`src/rtl/alu_issue_pkg.sv`:
```
// alu_issue_pkg: shared types for the ALU issue block (ALUOp codes, ALU Operation
// encodings, issue-stage record).
package alu_issue_pkg;

   localparam int unsigned ISSUE_XLEN = 32;

   typedef enum logic [1:0] {
      ALU_OP_MEM    = 2'b00,
      ALU_OP_BRANCH = 2'b01,
      ALU_OP_ARITH  = 2'b10,
      ALU_OP_LUI    = 2'b11
   } alu_op_e;

   typedef enum logic [3:0] {
      OP_AND = 4'b0000,
      OP_OR  = 4'b0001,
      OP_ADD = 4'b0010,
      OP_SUB = 4'b0011,
      OP_XOR = 4'b0100,
      OP_SLT = 4'b0101,
      OP_LUI = 4'b0110,
      OP_SRL = 4'b0111,
      OP_BEQ = 4'b1000,
      OP_SLL = 4'b1001,
      OP_SRA = 4'b1010,
      OP_BLT = 4'b1100,
      OP_BGE = 4'b1111
   } alu_opcode_e;

   typedef struct packed {
      logic [ISSUE_XLEN-1:0] src_a;
      logic [ISSUE_XLEN-1:0] src_b;
      alu_opcode_e           op;
      logic                  jalr;
      logic                  bne_inv;
      logic                  is_branch;
      logic                  illegal;
      logic [4:0]            rd;
   } issue_s1_t;

   localparam issue_s1_t ISSUE_S1_RST = '{
      src_a: '0, src_b: '0, op: OP_ADD, jalr: 1'b0,
      bne_inv: 1'b0, is_branch: 1'b0, illegal: 1'b0, rd: '0
   };

   function automatic logic is_shift_op(input alu_opcode_e op);
      return op inside {OP_SLL, OP_SRL, OP_SRA};
   endfunction

endpackage

```
`src/rtl/alu_issue_decode.sv`:
```
// alu_issue_decode: combinational decode of ALUOp/funct3/funct7/use_imm into the
// ALU Operation code plus branch-invert, branch and illegal flags.
module alu_issue_decode
   import alu_issue_pkg::*;
(
   input  logic [1:0] alu_op,
   input  logic [2:0] funct3,
   input  logic [6:0] funct7,
   input  logic       use_imm,
   output logic [3:0] opcode,
   output logic       bne_inv,
   output logic       is_branch,
   output logic       illegal
);

   logic unused_f7;
   assign unused_f7 = ^{funct7[6], funct7[4:0]};

   always_comb begin
      opcode    = OP_ADD;
      bne_inv   = 1'b0;
      is_branch = 1'b0;
      illegal   = 1'b0;
      case (alu_op_e'(alu_op))
         ALU_OP_MEM: opcode = OP_ADD;
         ALU_OP_BRANCH: begin
            is_branch = 1'b1;
            case (funct3)
               3'b000: opcode = OP_BEQ;
               3'b001: begin
                  opcode  = OP_BEQ;
                  bne_inv = 1'b1;
               end
               3'b100: opcode = OP_BLT;
               3'b101: opcode = OP_BGE;
               default: begin
                  is_branch = 1'b0;
                  illegal   = 1'b1;
               end
            endcase
         end
         ALU_OP_ARITH: begin
            case (funct3)
               3'b000: opcode = (funct7[5] && !use_imm) ? OP_SUB : OP_ADD;
               3'b001: opcode = OP_SLL;
               3'b010: opcode = OP_SLT;
               3'b100: opcode = OP_XOR;
               3'b101: opcode = funct7[5] ? OP_SRA : OP_SRL;
               3'b110: opcode = OP_OR;
               3'b111: opcode = OP_AND;
               default: illegal = 1'b1;
            endcase
         end
         ALU_OP_LUI: opcode = OP_LUI;
         default: opcode = OP_ADD;
      endcase
   end

endmodule

```
`src/rtl/alu_issue.sv`:
```
// alu_issue: ALU initiator with a registered issue stage and registered result stage.
// Define ALU_ISSUE_FWD_EN to forward in-flight results into operands at accept.
module alu_issue
   import alu_issue_pkg::*;
#(
   parameter int DATA_WIDTH    = 32,
   parameter int OPCODE_LENGTH = 4
) (
   input  logic                     clk,
   input  logic                     rst_n,
   input  logic                     flush,
   input  logic                     in_valid,
   output logic                     in_ready,
   input  logic [1:0]               alu_op,
   input  logic [2:0]               funct3,
   input  logic [6:0]               funct7,
   input  logic                     use_imm,
   input  logic                     is_jalr,
   input  logic [DATA_WIDTH-1:0]    rs1_data,
   input  logic [DATA_WIDTH-1:0]    rs2_data,
   input  logic [DATA_WIDTH-1:0]    imm,
   input  logic [4:0]               rs1_idx,
   input  logic [4:0]               rs2_idx,
   input  logic [4:0]               rd_idx,
   output logic [DATA_WIDTH-1:0]    SrcA,
   output logic [DATA_WIDTH-1:0]    SrcB,
   output logic [OPCODE_LENGTH-1:0] Operation,
   output logic                     Jalr,
   input  logic [DATA_WIDTH-1:0]    ALUResult,
   output logic                     out_valid,
   input  logic                     out_ready,
   output logic [DATA_WIDTH-1:0]    result,
   output logic                     branch_taken,
   output logic                     illegal
);

   issue_s1_t             s1, s1_next;
   logic                  s1_valid, s2_valid;
   logic                  adv1, adv2, accept, s2_load;
   logic [3:0]            dec_op;
   logic                  dec_bne_inv, dec_is_branch, dec_illegal;
   logic [DATA_WIDTH-1:0] fwd_a, fwd_b, src_b_sel, res_fin;

   assign adv2     = !s2_valid || out_ready;
   assign adv1     = !s1_valid || adv2;
   assign in_ready = adv1 && !flush;
   assign accept   = in_valid && in_ready;
   assign s2_load  = !flush && adv2 && s1_valid;

   alu_issue_decode u_decode (
      .alu_op    (alu_op),
      .funct3    (funct3),
      .funct7    (funct7),
      .use_imm   (use_imm),
      .opcode    (dec_op),
      .bne_inv   (dec_bne_inv),
      .is_branch (dec_is_branch),
      .illegal   (dec_illegal)
   );

`ifdef ALU_ISSUE_FWD_EN
   logic [4:0] s2_rd;

   always_ff @(posedge clk) begin
      if (!rst_n)       s2_rd <= '0;
      else if (s2_load) s2_rd <= s1.rd;
   end

   // The op in s1 is on the ALU right now, so its value is ALUResult; s1 is younger than s2.
   always_comb begin
      fwd_a = rs1_data;
      fwd_b = rs2_data;
      if (s1_valid && s1.rd != 5'd0 && s1.rd == rs1_idx)      fwd_a = ALUResult;
      else if (s2_valid && s2_rd != 5'd0 && s2_rd == rs1_idx) fwd_a = result;
      if (s1_valid && s1.rd != 5'd0 && s1.rd == rs2_idx)      fwd_b = ALUResult;
      else if (s2_valid && s2_rd != 5'd0 && s2_rd == rs2_idx) fwd_b = result;
   end
`else
   logic unused_fwd;
   assign unused_fwd = ^{rs1_idx, rs2_idx, s1.rd};
   assign fwd_a = rs1_data;
   assign fwd_b = rs2_data;
`endif

   always_comb begin
      src_b_sel         = (use_imm || alu_op == ALU_OP_LUI) ? imm : fwd_b;
      s1_next           = ISSUE_S1_RST;
      s1_next.src_a     = fwd_a;
      s1_next.op        = alu_opcode_e'(dec_op);
      s1_next.src_b     = is_shift_op(s1_next.op) ?
                          {{(DATA_WIDTH-5){1'b0}}, src_b_sel[4:0]} : src_b_sel;
      s1_next.jalr      = (alu_op == ALU_OP_MEM) && is_jalr;
      s1_next.bne_inv   = dec_bne_inv;
      s1_next.is_branch = dec_is_branch;
      s1_next.illegal   = dec_illegal;
      s1_next.rd        = rd_idx;
   end

   // BNE runs on the ALU as BEQ; the sense is flipped when the result is captured.
   assign res_fin = ALUResult ^ {{(DATA_WIDTH-1){1'b0}}, s1.bne_inv};

   always_ff @(posedge clk) begin
      if (!rst_n) begin
         s1_valid     <= 1'b0;
         s2_valid     <= 1'b0;
         s1           <= ISSUE_S1_RST;
         result       <= '0;
         branch_taken <= 1'b0;
         illegal      <= 1'b0;
      end else if (flush) begin
         s1_valid <= 1'b0;
         s2_valid <= 1'b0;
      end else begin
         if (adv1)   s1_valid <= in_valid;
         if (accept) s1       <= s1_next;
         if (adv2)   s2_valid <= s1_valid;
         if (s2_load) begin
            result       <= res_fin;
            branch_taken <= s1.is_branch && res_fin[0];
            illegal      <= s1.illegal;
         end
      end
   end

   assign SrcA      = s1.src_a;
   assign SrcB      = s1.src_b;
   assign Operation = s1.op;
   assign Jalr      = s1.jalr;
   assign out_valid = s2_valid;

endmodule
```
`config.mk`:
```
export PLATFORM = sky130hd
export DESIGN_NAME = alu_issue
export DESIGN_NICKNAME = d
export VERILOG_FILES = /design/src/rtl/alu_issue_pkg.sv /design/src/rtl/alu_issue_decode.sv /design/src/rtl/alu_issue.sv
export SDC_FILE = /design/constraint.sdc
export NUM_CORES = 1
export LEC_CHECK = 0
export ABC_AREA = 0
export CAP_MARGIN = 0
export CORE_ASPECT_RATIO = 0.75
export CORE_UTILIZATION = 38
export CTS_CLUSTER_DIAMETER = 30
export DETAILED_ROUTE_END_ITERATION = 6
export DONT_BUFFER_PORTS = 1
export PLACE_DENSITY = 0.58
export SYNTH_ARGS = -nofsm -noshare
export SYNTH_HDL_FRONTEND = slang
export SYNTH_SLANG_ARGS = --single-unit
```
`constraint.sdc`:
```
create_clock -name clk -period 3 [get_ports clk]
set_clock_uncertainty 0.15 [all_clocks]
set_input_delay 0.45 -clock clk [delete_from_list [all_inputs] [get_ports clk]]
set_output_delay 0.45 -clock clk [all_outputs]
set_load 0.01 [all_outputs]
```
* After elaboration in Yosys (flattened, before gate mapping) *
Index checks and enable logic that the tools add are counted.

word-level totals
  input port bits = 162
  register bits = 108
  output and inout port bits = 105

cells by class
  reduce and logical (&&, ||, !) cells = 23
  equality and inequality tests = 12
  muxes and demuxes = 14
  bitwise gates (word level) = 3

operators by type and width
  cell                                            count
  two-way mux 32 bit                              2
  XOR 32 x 1 -> 32 bit                            1
  one-hot mux 4 bit (7 select lines)              1
  one-hot mux 4 bit (4 select lines)              1
  == test 3 bit (second input constant)           4
  one-hot mux 4 bit (3 select lines)              1
  == test 4 bit (second input constant)           2
  logical AND 1 bit                               7
  two-way mux 1 bit                               7
  OR reduction 7 bit                              1
  == test 2 bit (second input constant)           2
  == test 4 x 3 -> 1 bit (second input constant)  1
  zero test 1 bit                                 4
  two-way mux 4 bit                               1
  AND reduction 2 bit                             2
  OR reduction 2 bit                              2
  OR reduction 4 bit                              1
  == test 3 x 1 -> 1 bit (second input constant)  1
  == test 3 x 2 -> 1 bit (second input constant)  1
  zero test 3 bit                                 1
  logical OR 1 bit                                3
  nonzero test 3 bit                              1
  == test 2 x 1 -> 1 bit (second input constant)  1
  zero test 2 bit                                 1
  2 further kinds                                 3

* Logic depth before layout (Yosys ltp) *
Gate-level depths: netlist (run 1).

  depth in word-level cells = 8
  mapped depth = 9
  mapped depth without buffers = 7

* Hierarchy *
Synthesis (run 1) repeated with hierarchy kept, for this count alone.

second synthesis, totals
  cell total of the unflattened synthesis = 613
  area, all modules = 5440.2 um2

by module, submodules not included
  module            area each (um2)  sequential area each (um2)  cells each  times used
  alu_issue         5193.7           2162.1                      578         1
  alu_issue_decode  246.5            0.0                         35          1

* Worst setup path after synthesis (run 1) *
Ideal clock, no wire load.

  path kind = input to register
  start = input alu_op[0]
  end = register s1, in the netlist SrcB[25]
  stages = 9
  buffers on the path = 2
  data arrival time = 1.994 ns
  library setup time = 0.083 ns
  path slack = 0.773 ns
  path through = inv_1 > ha_1 > nor2b_2 > o211ai_1 > a221o_1 > o2111a_1 > buf_6 > buf_12 > o31ai_4

on the way
  longest elaborated chain between the ends = 5
  elaborated cells between the ends (all ways) = 12
  classes of those cells = 6 x eq/ne; 3 x mux; 3 x reduce/logical

ends and longest elaborated chain
  item                                                            RTL line                                 text
  start: declaration                                              alu_issue.sv:14                          input logic [1:0] alu_op,
  == test 2 bit (tied with other cells)                           alu_issue_decode.sv:24, alu_issue.sv:86
  one-hot mux 4 bit (4 select lines)                              alu_issue_decode.sv:24                   case (alu_op_e'(alu_op))
  == test 4 bit / == test 4 x 3 -> 1 bit (equally long branches)  alu_issue_pkg.sv:47                      return op inside {OP_SLL, OP_SRL, OP_SRA};
  nonzero test 3 bit                                              alu_issue_pkg.sv:47
  two-way mux 32 bit (*)                                          alu_issue.sv:90                          s1_next.src_b = is_shift_op(s1_next.op) ?
  end signal: assignment                                          alu_issue.sv:115                         if (accept) s1 <= s1_next;
  end: declaration                                                alu_issue.sv:37                          issue_s1_t s1, s1_next;

Mark *: on every way between the ends. The rest lies on a longest branch, timed or not.
A chain may end at the register's enable or synchronous reset.

* Worst setup path in the final report (run 1) *
  start = input alu_op[0]
  end = register s1, in the netlist SrcB[10]

Same word-level chain as after synthesis.

==> summary.json, run 1 <==
{
  "clock_tree": {
    "clock_tree_from_tritoncts": "yes",
    "clk_pin_slew_worst_paths_ns": 0.07,
    "post_cts.resized_instances": 0,
    "postCtsSetupBuffers": 0,
    "cts_buffers": 9,
    "total_clock_sinks": 108,
    "cts_max_level": 3,
    "insertion_delay_ns": 0.34,
    "ctsRootBufferMaster": "clkbuf_16",
    "buffer_depth_of_the_longest_clock_path": 2,
    "holdBufCountCts": 0
  },
  "timing": {
    "share_of_the_clock_period_used_by_the_worst_path_after_layout_pct": 72.61,
    "final.min_clock_period_ns": 2.178,
    "tightestPinTransition_ns": 0.4569,
    "maxSlewViolCount": 0,
    "max_slew_margin_pct": 69.54,
    "timing_hold_violations_final": 0,
    "max_clock_freq_ghz": 0.4591,
    "setup_tns_ns": 0,
    "final-setup-viol-count": 0,
    "setup_repair_after_global_routing_missed_its_margin": "no"
  },
  "die": {
    "initial_utilization_pct": 38.93,
    "ios": 267,
    "die_h_um": 107.6,
    "dieWidth_um": 142.7,
    "dieArea_um2": 15350,
    "fp-row-count": 38,
    "core_um2": 14500
  },
  "setup_path": {
    "timing.critical_path.required_ns": 3.11,
    "timing.reg2reg.setup_slack_ns": 1.03,
    "end_kind": "flip-flop",
    "cp.buffers_inverters": 2,
    "timing.critical_path.max_delay_family": "compound AO/OA/AOI/OAI gates",
    "slowest_delay_ns": 0.37,
    "worst-setup-path-type": "in -> reg",
    "cp_cell_sequence": "inv_1, ha_1, nor2b_2, a211oi_1, nand3_1, and4_1, buf_4, o31ai_1",
    "biggest_fanout_along_the_worst_timing_path": 27,
    "crit_path_start_kind": "primary input",
    "cp.arrival_ns": 2.28,
    "critical_path.slowest_cell": "a211oi_1"
  },
  "detailed_routing": {
    "drt_drc_violations_left": 0,
    "detail_route.first_pass.iterations": 4,
    "post_drt_wl_per_cell_um": 16.71,
    "drt_first_iter_violations": 206,
    "via_per_inst": 5.286,
    "drt_wl_total_um": 12700,
    "count_of_vias_placed_by_the_detailed_router": 4017,
    "antenna_violating_nets_post_route": 0
  },
  "synthesis": {
    "post-synth-top-count-cell": "nand2_1",
    "post_synth_main_area_contributors": "dfxtp_1 (38%), nand2_1 (12%), a21boi_0 (9.4%), buf_4 (9.2%), mux2i_1 (4.8%)",
    "synth_warnings": 0,
    "synth_flop_cell": "dfxtp_1",
    "post_synthesis_sequential_area_ratio_pct": 38.30,
    "yosysTopAreaCell": "dfxtp_1",
    "postSynthCellCount": 653,
    "post_synthesis_cell_type_count": 41,
    "syn_area_um2": 5645,
    "synth-async-reset-ratio_pct": 0,
    "synth_edf_count": 0,
    "synth_top_area_share_pct": 38.30,
    "syn_nets": 820,
    "synth-seq-cells": 108,
    "synth.avg_cell_area_um2": 8.645,
    "synthTopCellsByCount": "nand2_1 (177), dfxtp_1 (108), a21boi_0 (71)"
  },
  "global_route": {
    "grt_overflow": 0,
    "antenna_found_initial": 0,
    "grt_first_pass_wirelength_um": 19360,
    "grt_use_total_pct": 16.33,
    "pin_count_of_the_biggest_net_entering_global_routing": 135,
    "via_count_of_the_first_global_routing_pass": 3794
  },
  "hold_path": {
    "min_path_type": "in -> reg"
  },
  "placed_design": {
    "dpl.hpwl_um": 8730,
    "globalplace.congestion": 0.7096,
    "numPortBuffers": 0
  },
  "layout": {
    "multiInputGateArea_um2": 2704,
    "filler_cell_count": 1460,
    "num-nets-final": 722,
    "insertedDiodeCount": 0,
    "final-seq-area_um2": 2162,
    "drive_gt1_share_pct": 9.286,
    "area_overhead_of_the_layout_relative_to_synthesis_pct": -1.751,
    "final_core_util_pct": 38.25
  },
  "power": {
    "vdd_ir_drop_max_v": 0.0002512,
    "power_density_nw_per_um2": 553.9,
    "cellLeakagePower_nw": 1.975
  },
  "run_status": {
    "status": "complete, no violations"
  },
  "run": {
    "maxCapViolations": 0
  }
}
-- metal layers --
metal / vias to the layer above / track usage [%] / part of all wire (%)
li1: 1962 / - / -
met1: 1870 / 19.27 / 43
met2: 170 / 27.28 / 47
met3: 15 / 5.694 / 8.3
met4: 0 / 6.068 / 1.7
met5: - / 0 / 0
-- layout make-up --
type,instances,share of cell area (%)
Clock buffer,11,4.557
Clock inverter,5,1.038
Inverter,4,0.2707
Multi-Input combinational cell,423,48.75
Sequential cell,108,38.98
Tap cell,200,4.512
Timing Repair Buffer,9,1.895
-- worst reg2reg max path, stage by stage (launching register included) --
cell and delay (ns):
dfxtp_1 0.36, nand3b_1 0.18, and3_2 0.41, buf_4 0.38, nand3_1 0.22, o211a_1 0.17
-- worst paths after layout --
path	from	end	cells past startpoint
min reg2reg	s1[6]	s1[6]	2
max reg2reg	out_valid	SrcB[3]	5
max	alu_op[0]	SrcB[10]	8
min	in_valid	s1_valid	2
-- registers in the layout, summed over array words and instances (netlist names) --
| signal | flops |
|---|---|
| Jalr | 1 |
| Operation | 4 |
| SrcA | 32 |
| SrcB | 32 |
| branch_taken | 1 |
| illegal | 1 |
| out_valid | 1 |
| result | 32 |
| s1 | 3 |
| s1_valid | 1 |
-- stage by stage --
| stage | setup WS, ns | hold WS, ns | total power [mW] | instance area [um^2] | instances |
|---|---|---|---|---|---|
| 2_1_floorplan | 0.7734 | 0.2914 | 1.905 | 5645 | 653 |
| 5_1_grt | 0.7527 | 0.05510 | 3.220 | 5547 | 760 |
| 4_1_cts | 0.9093 | 0.02395 | 3.131 | 5547 | 760 |
| 3_3_place_gp | 0.6284 | 0.3129 | 1.864 | 5236 | 744 |
| 6_report | 0.8216 | 0.08521 | 3.072 | 5547 | 760 |
| 3_5_place_dp | 0.5346 | 0.3167 | 1.876 | 5236 | 744 |
-- where the power goes --
group	internal (mW)	leakage, nW	switching [mW]
combinational	0.125	0.939	0.144
sequential	1.50	0.880	0.0743
clock	0.697	0.156	0.536
total	2.32	1.98	0.754
-- placed cells by master (no fill, tap or decap), types with 4 or more instances in the layout --
cell / count
o2bb2ai_1: 27
nand2_1: 177
o21ai_0: 6
dfxtp_1: 108
ha_1: 5
nor2_1: 6
nor2b_1: 4
clkbuf_16: 9
o31ai_2: 19
o211a_1: 5
o31ai_1: 8
inv_1: 4
buf_4: 6
a21boi_0: 71
mux2i_1: 27
nand3b_1: 29
nand3_1: 10
-- kinds of logic (layout without fill, tap and decap cells) --
family          count (synthesis)  count (layout)  synth area share (%)
compound gates                150             150                 22.38
xor+xnor                        1               1                0.1552
fa+ha+maj                       5               5                 1.108
buf+inv                       122              29                 14.14
flops                         108             108                 38.30
mux                            27              27                 4.787
simple gates                  240             240                 19.13
No activity file was read; power rests on OpenSTA's default activity.
==> run 2: changes to the inputs <==
--- a/config.mk
+++ b/config.mk
@@ -12,7 +12,7 @@
 export CTS_CLUSTER_DIAMETER = 30
 export DETAILED_ROUTE_END_ITERATION = 6
 export DONT_BUFFER_PORTS = 1
-export PLACE_DENSITY = 0.58
+export PLACE_DENSITY = 0.6
 export SYNTH_ARGS = -nofsm -noshare
 export SYNTH_HDL_FRONTEND = slang
 export SYNTH_SLANG_ARGS = --single-unit
==> constraint.sdc (replaced) <==
create_clock -name clk -period 1.82 [get_ports clk]
set_clock_uncertainty 0.15 [all_clocks]
set_input_delay 0.273 -clock clk [delete_from_list [all_inputs] [get_ports clk]]
set_output_delay 0.273 -clock clk [all_outputs]
set_load 0.01 [all_outputs]
==> summary.json, run 2 (synthesis results as in run 1) <==
{
  "detailed_routing": {
    "drt_wl_total": {"value": 13780, "unit": "um", "change": "+8.5%"},
    "detailroute.wirelength.met3": {"value": 1236, "unit": "um", "change": "+18%"},
    "drt_drc_violations_left": {"value": 0, "change": "unchanged"},
    "count_of_vias_placed_by_the_detailed_router": {"value": 4328, "change": "+7.7%"},
    "met1Wirelength": {"value": 5705, "unit": "um", "change": "+4.3%"},
    "detail_route.first_pass.iterations": {"value": 4, "change": "unchanged"},
    "wl_met2": {"value": 6569, "unit": "um", "change": "+10%"},
    "drt_first_iter_violations": {"value": 155, "change": "-25%"},
    "post_drt_wl_per_cell": {"value": 16.48, "unit": "um", "change": "-1.4%"},
    "route.top_layer_used": "met4",
    "via_per_inst": {"value": 5.177, "change": "-2.1%"},
    "antenna_violating_nets_post_route": {"value": 0, "change": "unchanged"}
  },
  "setup_path": {
    "cp.arrival": {"value": 1.78, "unit": "ns", "change": "-0.50 ns"},
    "critical_path.slowest_cell": "dfxtp_1",
    "timing.critical_path.required": {"value": 1.94, "unit": "ns", "change": "-1.17 ns"},
    "biggest_fanout_along_the_worst_timing_path": {"value": 32, "change": "+19%"},
    "cp_cell_sequence": "nand3b_1, and3_2, buf_12, nand3b_1, o31ai_4",
    "cp.buffers_inverters": {"value": 1, "change": "-1"},
    "worst-setup-path-type": "reg -> reg",
    "end_kind": "flip-flop",
    "crit_cells": {"value": 5, "change": "-3"},
    "crit_path_start_kind": "flip-flop",
    "timing.critical_path.max_delay_family": "simple AND/OR/NAND/NOR gates",
    "slowest_delay": {"value": 0.36, "unit": "ns", "change": "about the same"},
    "dominant_cell_type_by_count_on_the_critical_path": "nand3b_1",
    "timing.reg2reg.worst_path_depth": {"value": 5, "change": "unchanged"}
  },
  "placed_design": {
    "dpl.hpwl": {"value": 9043, "unit": "um", "change": "+3.6%"},
    "post-place-cells": {"value": 757, "change": "+1.7%"},
    "dp_slack": {"value": -0.1791, "unit": "ns", "change": "-0.7137 ns"},
    "numPortBuffers": {"value": 0, "change": "unchanged"},
    "globalplace.congestion": {"value": 0.7529, "change": "+6.1%"}
  },
  "timing": {
    "setup_repair_after_global_routing_missed_its_margin": "no",
    "timing_hold_violations_final": {"value": 85, "change": "+85"},
    "maxSlewViolCount": {"value": 0, "change": "unchanged"},
    "final-setup-viol-count": {"value": 0, "change": "unchanged"},
    "worst_slack": {"value": 0.1648, "unit": "ns", "change": "-0.6568 ns"},
    "max_clock_freq_ghz": 0.6041,
    "final.min_clock_period_ns": 1.655,
    "share_of_the_clock_period_used_by_the_worst_path_after_layout_pct": 90.95,
    "max_slew_margin": {"value": 79.78, "unit": "%", "change": "+10 points"},
    "setup_tns": {"value": 0, "unit": "ns", "change": "unchanged"},
    "tightestPinTransition": {"value": 0.3020, "unit": "ns", "change": "-0.1548 ns"},
    "finalHoldWorstSlack": {"value": -0.1316, "unit": "ns", "change": "-0.2168 ns"}
  },
  "power": {
    "vdd_ir_drop_max": {"value": 0.0003967, "unit": "V", "change": "+58%"},
    "design_power_total": {"value": 5.274, "unit": "mW", "change": "+72%"},
    "cellLeakagePower": {"value": 2.324, "unit": "nW", "change": "+18%"},
    "power_density": {"value": 818.1, "unit": "nW/um^2", "change": "+48%"}
  },
  "run": {
    "maxCapViolations": {"value": 0, "change": "unchanged"}
  },
  "layout": {
    "final-seq-area": {"value": 2162, "unit": "um^2", "change": "unchanged"},
    "layout.cells.most_common": "nand2_1",
    "multiInputGateArea": {"value": 2768, "unit": "um^2", "change": "+2.4%"},
    "filler_cell_count": {"value": 1357, "change": "-7.1%"},
    "drive_gt1_share": {"value": 11.48, "unit": "%", "change": "+2.2 points"},
    "insertedDiodeCount": {"value": 0, "change": "unchanged"},
    "num-nets-final": {"value": 798, "change": "+11%"},
    "area_overhead_of_the_layout_relative_to_synthesis_pct": 14.18,
    "post_layout_nonfiller_instances": {"value": 836, "change": "+10%"},
    "layout.cells.most_common_list": "nand2_1 (177), dfxtp_1 (108), a21boi_0 (71)"
  },
  "clock_tree": {
    "cts_max_level": {"value": 3, "change": "unchanged"},
    "clock_tree_from_tritoncts": "yes",
    "buffer_depth_of_the_longest_clock_path": {"value": 2, "change": "unchanged"},
    "total_clock_sinks": {"value": 108, "change": "unchanged"},
    "ctsRootBufferMaster": "clkbuf_16",
    "cts_buffers": {"value": 9, "change": "unchanged"},
    "insertion_delay": {"value": 0.34, "unit": "ns", "change": "about the same"},
    "clk_pin_slew_worst_paths": {"value": 0.07, "unit": "ns", "change": "about the same"}
  },
  "global_route": {
    "grt_overflow": {"value": 0, "change": "unchanged"},
    "antenna_found_initial": {"value": 0, "change": "unchanged"},
    "grt_use_total": {"value": 17.83, "unit": "%", "change": "+1.5 points"},
    "grt_first_pass_wirelength": {"value": 21250, "unit": "um", "change": "+9.8%"},
    "pin_count_of_the_biggest_net_entering_global_routing": {"value": 135, "change": "unchanged"},
    "via_count_of_the_first_global_routing_pass": {"value": 4345, "change": "+15%"}
  },
  "die": {
    "dieWidth": {"value": 142.7, "unit": "um", "change": "unchanged"},
    "initial_utilization": {"value": 38.93, "unit": "%", "change": "unchanged"},
    "core": {"value": 14500, "unit": "um^2", "change": "unchanged"},
    "die_h": {"value": 107.6, "unit": "um", "change": "unchanged"},
    "dieArea": {"value": 15350, "unit": "um^2", "change": "unchanged"},
    "ios": {"value": 267, "change": "unchanged"},
    "fp-row-count": {"value": 38, "change": "unchanged"}
  },
  "run_status": {
    "failed_checks": "hold timing",
    "status": "finished with violations"
  },
  "hold_path": {
    "min_path_type": "in -> reg",
    "min_delay_path_depth": {"value": 1, "change": "-1"}
  }
}
[run 2: cell count changes in the layout (fill, tap and decap cells not counted), sizes merged]
cell,delta
buf,+13
clkinv,-1
clkinvlp,+1
dlygate4sd3,+63
[run 2: path summary, 6_finish.rpt]
kind,slack (ns),from,to
worst max-delay path,0.16,out_valid,SrcB[25]
worst min-delay path,-0.13,rst_n,Operation[1]
worst max register to register,0.16,out_valid,SrcB[25]
worst min register to register,0.33,s1[6],s1[6]
[run 2: metrics by stage]
| step | instance area (um^2) | hold slack, ns | utilization (%) |
|---|---|---|---|
| floorplan | 5736 | 0.2495 | - |
| global placement | 5494 | 0.2179 | 37.89 |
| detailed placement | 5494 | 0.2203 | 37.89 |
| CTS | 6434 | -0.1492 | 44.37 |
| finish | 6446 | -0.1316 | 44.45 |
| global route | 6446 | -0.1341 | 44.45 |
[run 2: repair_timing]
item	4_1_cts	5_1_grt
setup buffers	0	0
hold buffers	62	1
endpoints found under the hold margin	108	106
resized for setup	0	1
endpoints found under the setup margin	0	1
[run 2: area by class of cell]
class,count,area share (%)
multi-input combinational,423,42.93
sequential,108,33.54
timing repair buffer,85,14.09
clock buffer,11,3.921
tap,200,3.882
clock inverter,5,1.029
inverter,4,0.6017
[run 2: layer usage]
| layer | vias to the layer above | global-route usage [%] |
|---|---|---|
| met4 | 0 | 6.682 |
| met3 | 19 | 6.539 |
| met5 | - | 0 |
| met1 | 2027 | 20.04 |
| li1 | 2117 | - |
| met2 | 165 | 30.78 |
[run 2: power by group]
part,internal [mW],switching [mW]
Sequential,2.47,0.121
Clock,1.16,0.915
Combinational,0.339,0.272
==> run 3: changes to the inputs <==
--- a/config.mk
+++ b/config.mk
@@ -12,6 +12,7 @@
 export CTS_CLUSTER_DIAMETER = 30
 export DETAILED_ROUTE_END_ITERATION = 6
 export DONT_BUFFER_PORTS = 1
+export GPL_TIMING_DRIVEN = 0
 export PLACE_DENSITY = 0.6
 export SYNTH_ARGS = -nofsm -noshare
 export SYNTH_HDL_FRONTEND = slang
==> summary.json, run 3 (synthesis results as in run 1) <==
{
  "run_status": {
    "status": "complete, no violations"
  },
  "clock_tree": {
    "buffer_depth_of_the_longest_clock_path": {"value": 2, "change": "unchanged"},
    "cts_buffers": {"value": 9, "change": "unchanged"},
    "ctsRootBufferMaster": "clkbuf_16",
    "cts_max_level": {"value": 3, "change": "unchanged"},
    "total_clock_sinks": {"value": 108, "change": "unchanged"},
    "clk_pin_slew_worst_paths": {"value": 0.07, "unit": "ns", "change": "about the same"},
    "clock_tree_from_tritoncts": "yes",
    "insertion_delay": {"value": 0.35, "unit": "ns", "change": "about the same"}
  },
  "run": {
    "maxCapViolations": {"value": 0, "change": "unchanged"}
  },
  "power": {
    "combinational_fraction_of_design_power": {"value": 16.1, "unit": "%", "change": "+4.5 points"},
    "cellLeakagePower": {"value": 2.793, "unit": "nW", "change": "+20%"},
    "internal-power": {"value": 4.076, "unit": "mW", "change": "+2.8%"},
    "power.switching_fraction": {"value": 25.61, "unit": "%", "change": "+0.79 points"},
    "vdd_ir_drop_max": {"value": 0.0005199, "unit": "V", "change": "+31%"},
    "power_density": {"value": 764.8, "unit": "nW/um^2", "change": "-6.5%"},
    "design_power_total": {"value": 5.479, "unit": "mW", "change": "+3.9%"},
    "power_frac_seq": {"value": 46.2, "unit": "%", "change": "-2.8 points"},
    "power_switching": {"value": 1.403, "unit": "mW", "change": "+7.2%"},
    "power.share.clock": {"value": 37.6, "unit": "%", "change": "-1.8 points"}
  },
  "layout": {
    "final-seq-area": {"value": 2163, "unit": "um^2", "change": "about the same"},
    "final_core_util": {"value": 49.40, "unit": "%", "change": "+5.0 points"},
    "area_overhead_of_the_layout_relative_to_synthesis_pct": 26.91,
    "multiInputGateArea": {"value": 2793, "unit": "um^2", "change": "+0.90%"},
    "layout.cells.most_common": "nand2_1",
    "num-nets-final": {"value": 906, "change": "+14%"},
    "filler_cell_count": {"value": 1377, "change": "+1.5%"},
    "drive_gt1_share": {"value": 21.91, "unit": "%", "change": "+10 points"},
    "layout.cells.most_common_list": "nand2_1 (177), dfxtp_1 (107), buf_4 (82)",
    "finish.instance_area": {"value": 7164, "unit": "um^2", "change": "+11%"},
    "insertedDiodeCount": {"value": 0, "change": "unchanged"}
  },
  "global_route": {
    "grt_use_total": {"value": 21.27, "unit": "%", "change": "+3.4 points"},
    "grt_first_pass_wirelength": {"value": 24910, "unit": "um", "change": "+17%"},
    "grt_overflow": {"value": 0, "change": "unchanged"},
    "via_count_of_the_first_global_routing_pass": {"value": 4930, "change": "+13%"},
    "antenna_found_initial": {"value": 1, "change": "+1"},
    "pin_count_of_the_biggest_net_entering_global_routing": {"value": 18, "change": "-87%"}
  },
  "setup_path": {
    "biggest_fanout_along_the_worst_timing_path": {"value": 10, "change": "-69%"},
    "cp_cell_sequence": "dlygate4sd3_1, nor2b_4, nand3b_1, clkbuf_2, nand2_1, a21boi_0",
    "timing.critical_path.required": {"value": 1.92, "unit": "ns", "change": "-0.02 ns"},
    "slowest_delay": {"value": 0.58, "unit": "ns", "change": "+0.22 ns"},
    "cp.arrival": {"value": 1.86, "unit": "ns", "change": "+0.08 ns"},
    "crit_path_start_kind": "primary input",
    "critical_path.slowest_cell": "dlygate4sd3_1",
    "worst-setup-path-type": "in -> reg",
    "end_kind": "flip-flop"
  },
  "die": {
    "ios": {"value": 267, "change": "unchanged"},
    "fp-row-count": {"value": 38, "change": "unchanged"},
    "dieArea": {"value": 15350, "unit": "um^2", "change": "unchanged"},
    "die_h": {"value": 107.6, "unit": "um", "change": "unchanged"},
    "initial_utilization": {"value": 38.93, "unit": "%", "change": "unchanged"},
    "core": {"value": 14500, "unit": "um^2", "change": "unchanged"},
    "dieWidth": {"value": 142.7, "unit": "um", "change": "unchanged"}
  },
  "placed_design": {
    "dp_slack": {"value": -0.5535, "unit": "ns", "change": "-0.3744 ns"},
    "placed_cell_area": {"value": 5986, "unit": "um^2", "change": "+9.0%"},
    "numPortBuffers": {"value": 0, "change": "unchanged"},
    "dpl.hpwl": {"value": 11460, "unit": "um", "change": "+27%"},
    "globalplace.congestion": {"value": 0.7784, "change": "+3.4%"}
  },
  "detailed_routing": {
    "drt_first_iter_violations": {"value": 166, "change": "+7.1%"},
    "met1Wirelength": {"value": 7230, "unit": "um", "change": "+27%"},
    "via_per_inst": {"value": 5.065, "change": "-2.2%"},
    "antenna_violating_nets_post_route": {"value": 0, "change": "unchanged"},
    "post_drt_wl_per_cell": {"value": 17.11, "unit": "um", "change": "+3.8%"},
    "detail_route.first_pass.iterations": {"value": 4, "change": "unchanged"},
    "drt_drc_violations_left": {"value": 0, "change": "unchanged"},
    "route.top_layer_used": "met5",
    "drt_wl_total": {"value": 16150, "unit": "um", "change": "+17%"},
    "count_of_vias_placed_by_the_detailed_router": {"value": 4781, "change": "+10%"},
    "wl_met2": {"value": 7456, "unit": "um", "change": "+14%"},
    "detailroute.wirelength.met3": {"value": 1076, "unit": "um", "change": "-13%"}
  },
  "timing": {
    "maxSlewViolCount": {"value": 0, "change": "unchanged"},
    "final.min_clock_period": {"value": 1.760, "unit": "ns", "change": "+0.1044 ns"},
    "setup_tns": {"value": 0, "unit": "ns", "change": "unchanged"},
    "max_slew_margin": {"value": 61.11, "unit": "%", "change": "-19 points"},
    "max_clock_freq": {"value": 0.5683, "unit": "GHz", "change": "-5.9%"},
    "tightestPinTransition": {"value": 0.5834, "unit": "ns", "change": "+0.2813 ns"},
    "worst_slack": {"value": 0.06034, "unit": "ns", "change": "-0.1044 ns"},
    "timing_hold_violations_final": {"value": 0, "change": "-100%"},
    "share_of_the_clock_period_used_by_the_worst_path_after_layout": {"value": 96.68, "unit": "%", "change": "+5.7 points"},
    "final-setup-viol-count": {"value": 0, "change": "unchanged"}
  },
  "hold_path": {
    "min_path_type": "in -> reg"
  }
}
[run 3: routing by layer]
metal / up-vias / track usage (%)
met5: - / 0
met4: 2 / 8.295
met3: 27 / 6.139
met2: 190 / 35.08
met1: 2240 / 26.11
li1: 2322 / -
[run 3: what timing repair did]
action,CTS,global route
hold buffers,67,1
setup endpoints to repair,101,94
endpoints found under the hold margin,67,1
gates resized for setup,35,25
pin swaps,1,7
buffers inserted,2,6
[run 3: cell type report]
cell class / instances / share of cell area, %
flip-flops and latches: 108 / 30.20
clock buffers: 12 / 3.580
plain buffers: 117 / 12.09
well taps: 200 / 3.493
repair buffers: 76 / 10.34
multi-input cells: 423 / 38.98
clock inverters: 4 / 0.7859
inverters: 4 / 0.5414
[run 3: path summary, 6_finish.rpt]
path             start          to  slack (ns)  cells past startpoint
min          funct3[1]       s1[7]        0.02                      3
min reg2reg    SrcA[9]     SrcA[9]        0.31                      2
max reg2reg   s1_valid    SrcB[25]        0.10                      6
max          out_ready  result[11]        0.06                      6
[run 3: per-stage QoR]
stage | hold WS, ns | instances
3_5_place_dp | 0.2578 | 853
5_1_grt | 0.03156 | 944
4_1_cts | 0.007902 | 937
2_1_floorplan | 0.2495 | 653
6_report | 0.01906 | 944
3_3_place_gp | 0.2625 | 853
[run 3: critical path: cells and delay by family]
family | cells | cell delay (ns)
buffers and inverters | 2 | 0.84
AND/OR/NAND/NOR | 3 | 0.52
AO/OA/AOI/OAI | 1 | 0.23
[run 3: power by group through the flow]
stage               combinational [mW]  clock [mW]  sequential (mW)
CTS                              0.865        2.12             2.53
finish                           0.884        2.06             2.53
global placement                 0.711           0             2.58
floorplan                        0.591           0             2.57
global route                     0.963        2.21             2.54
detailed placement               0.731           0             2.59
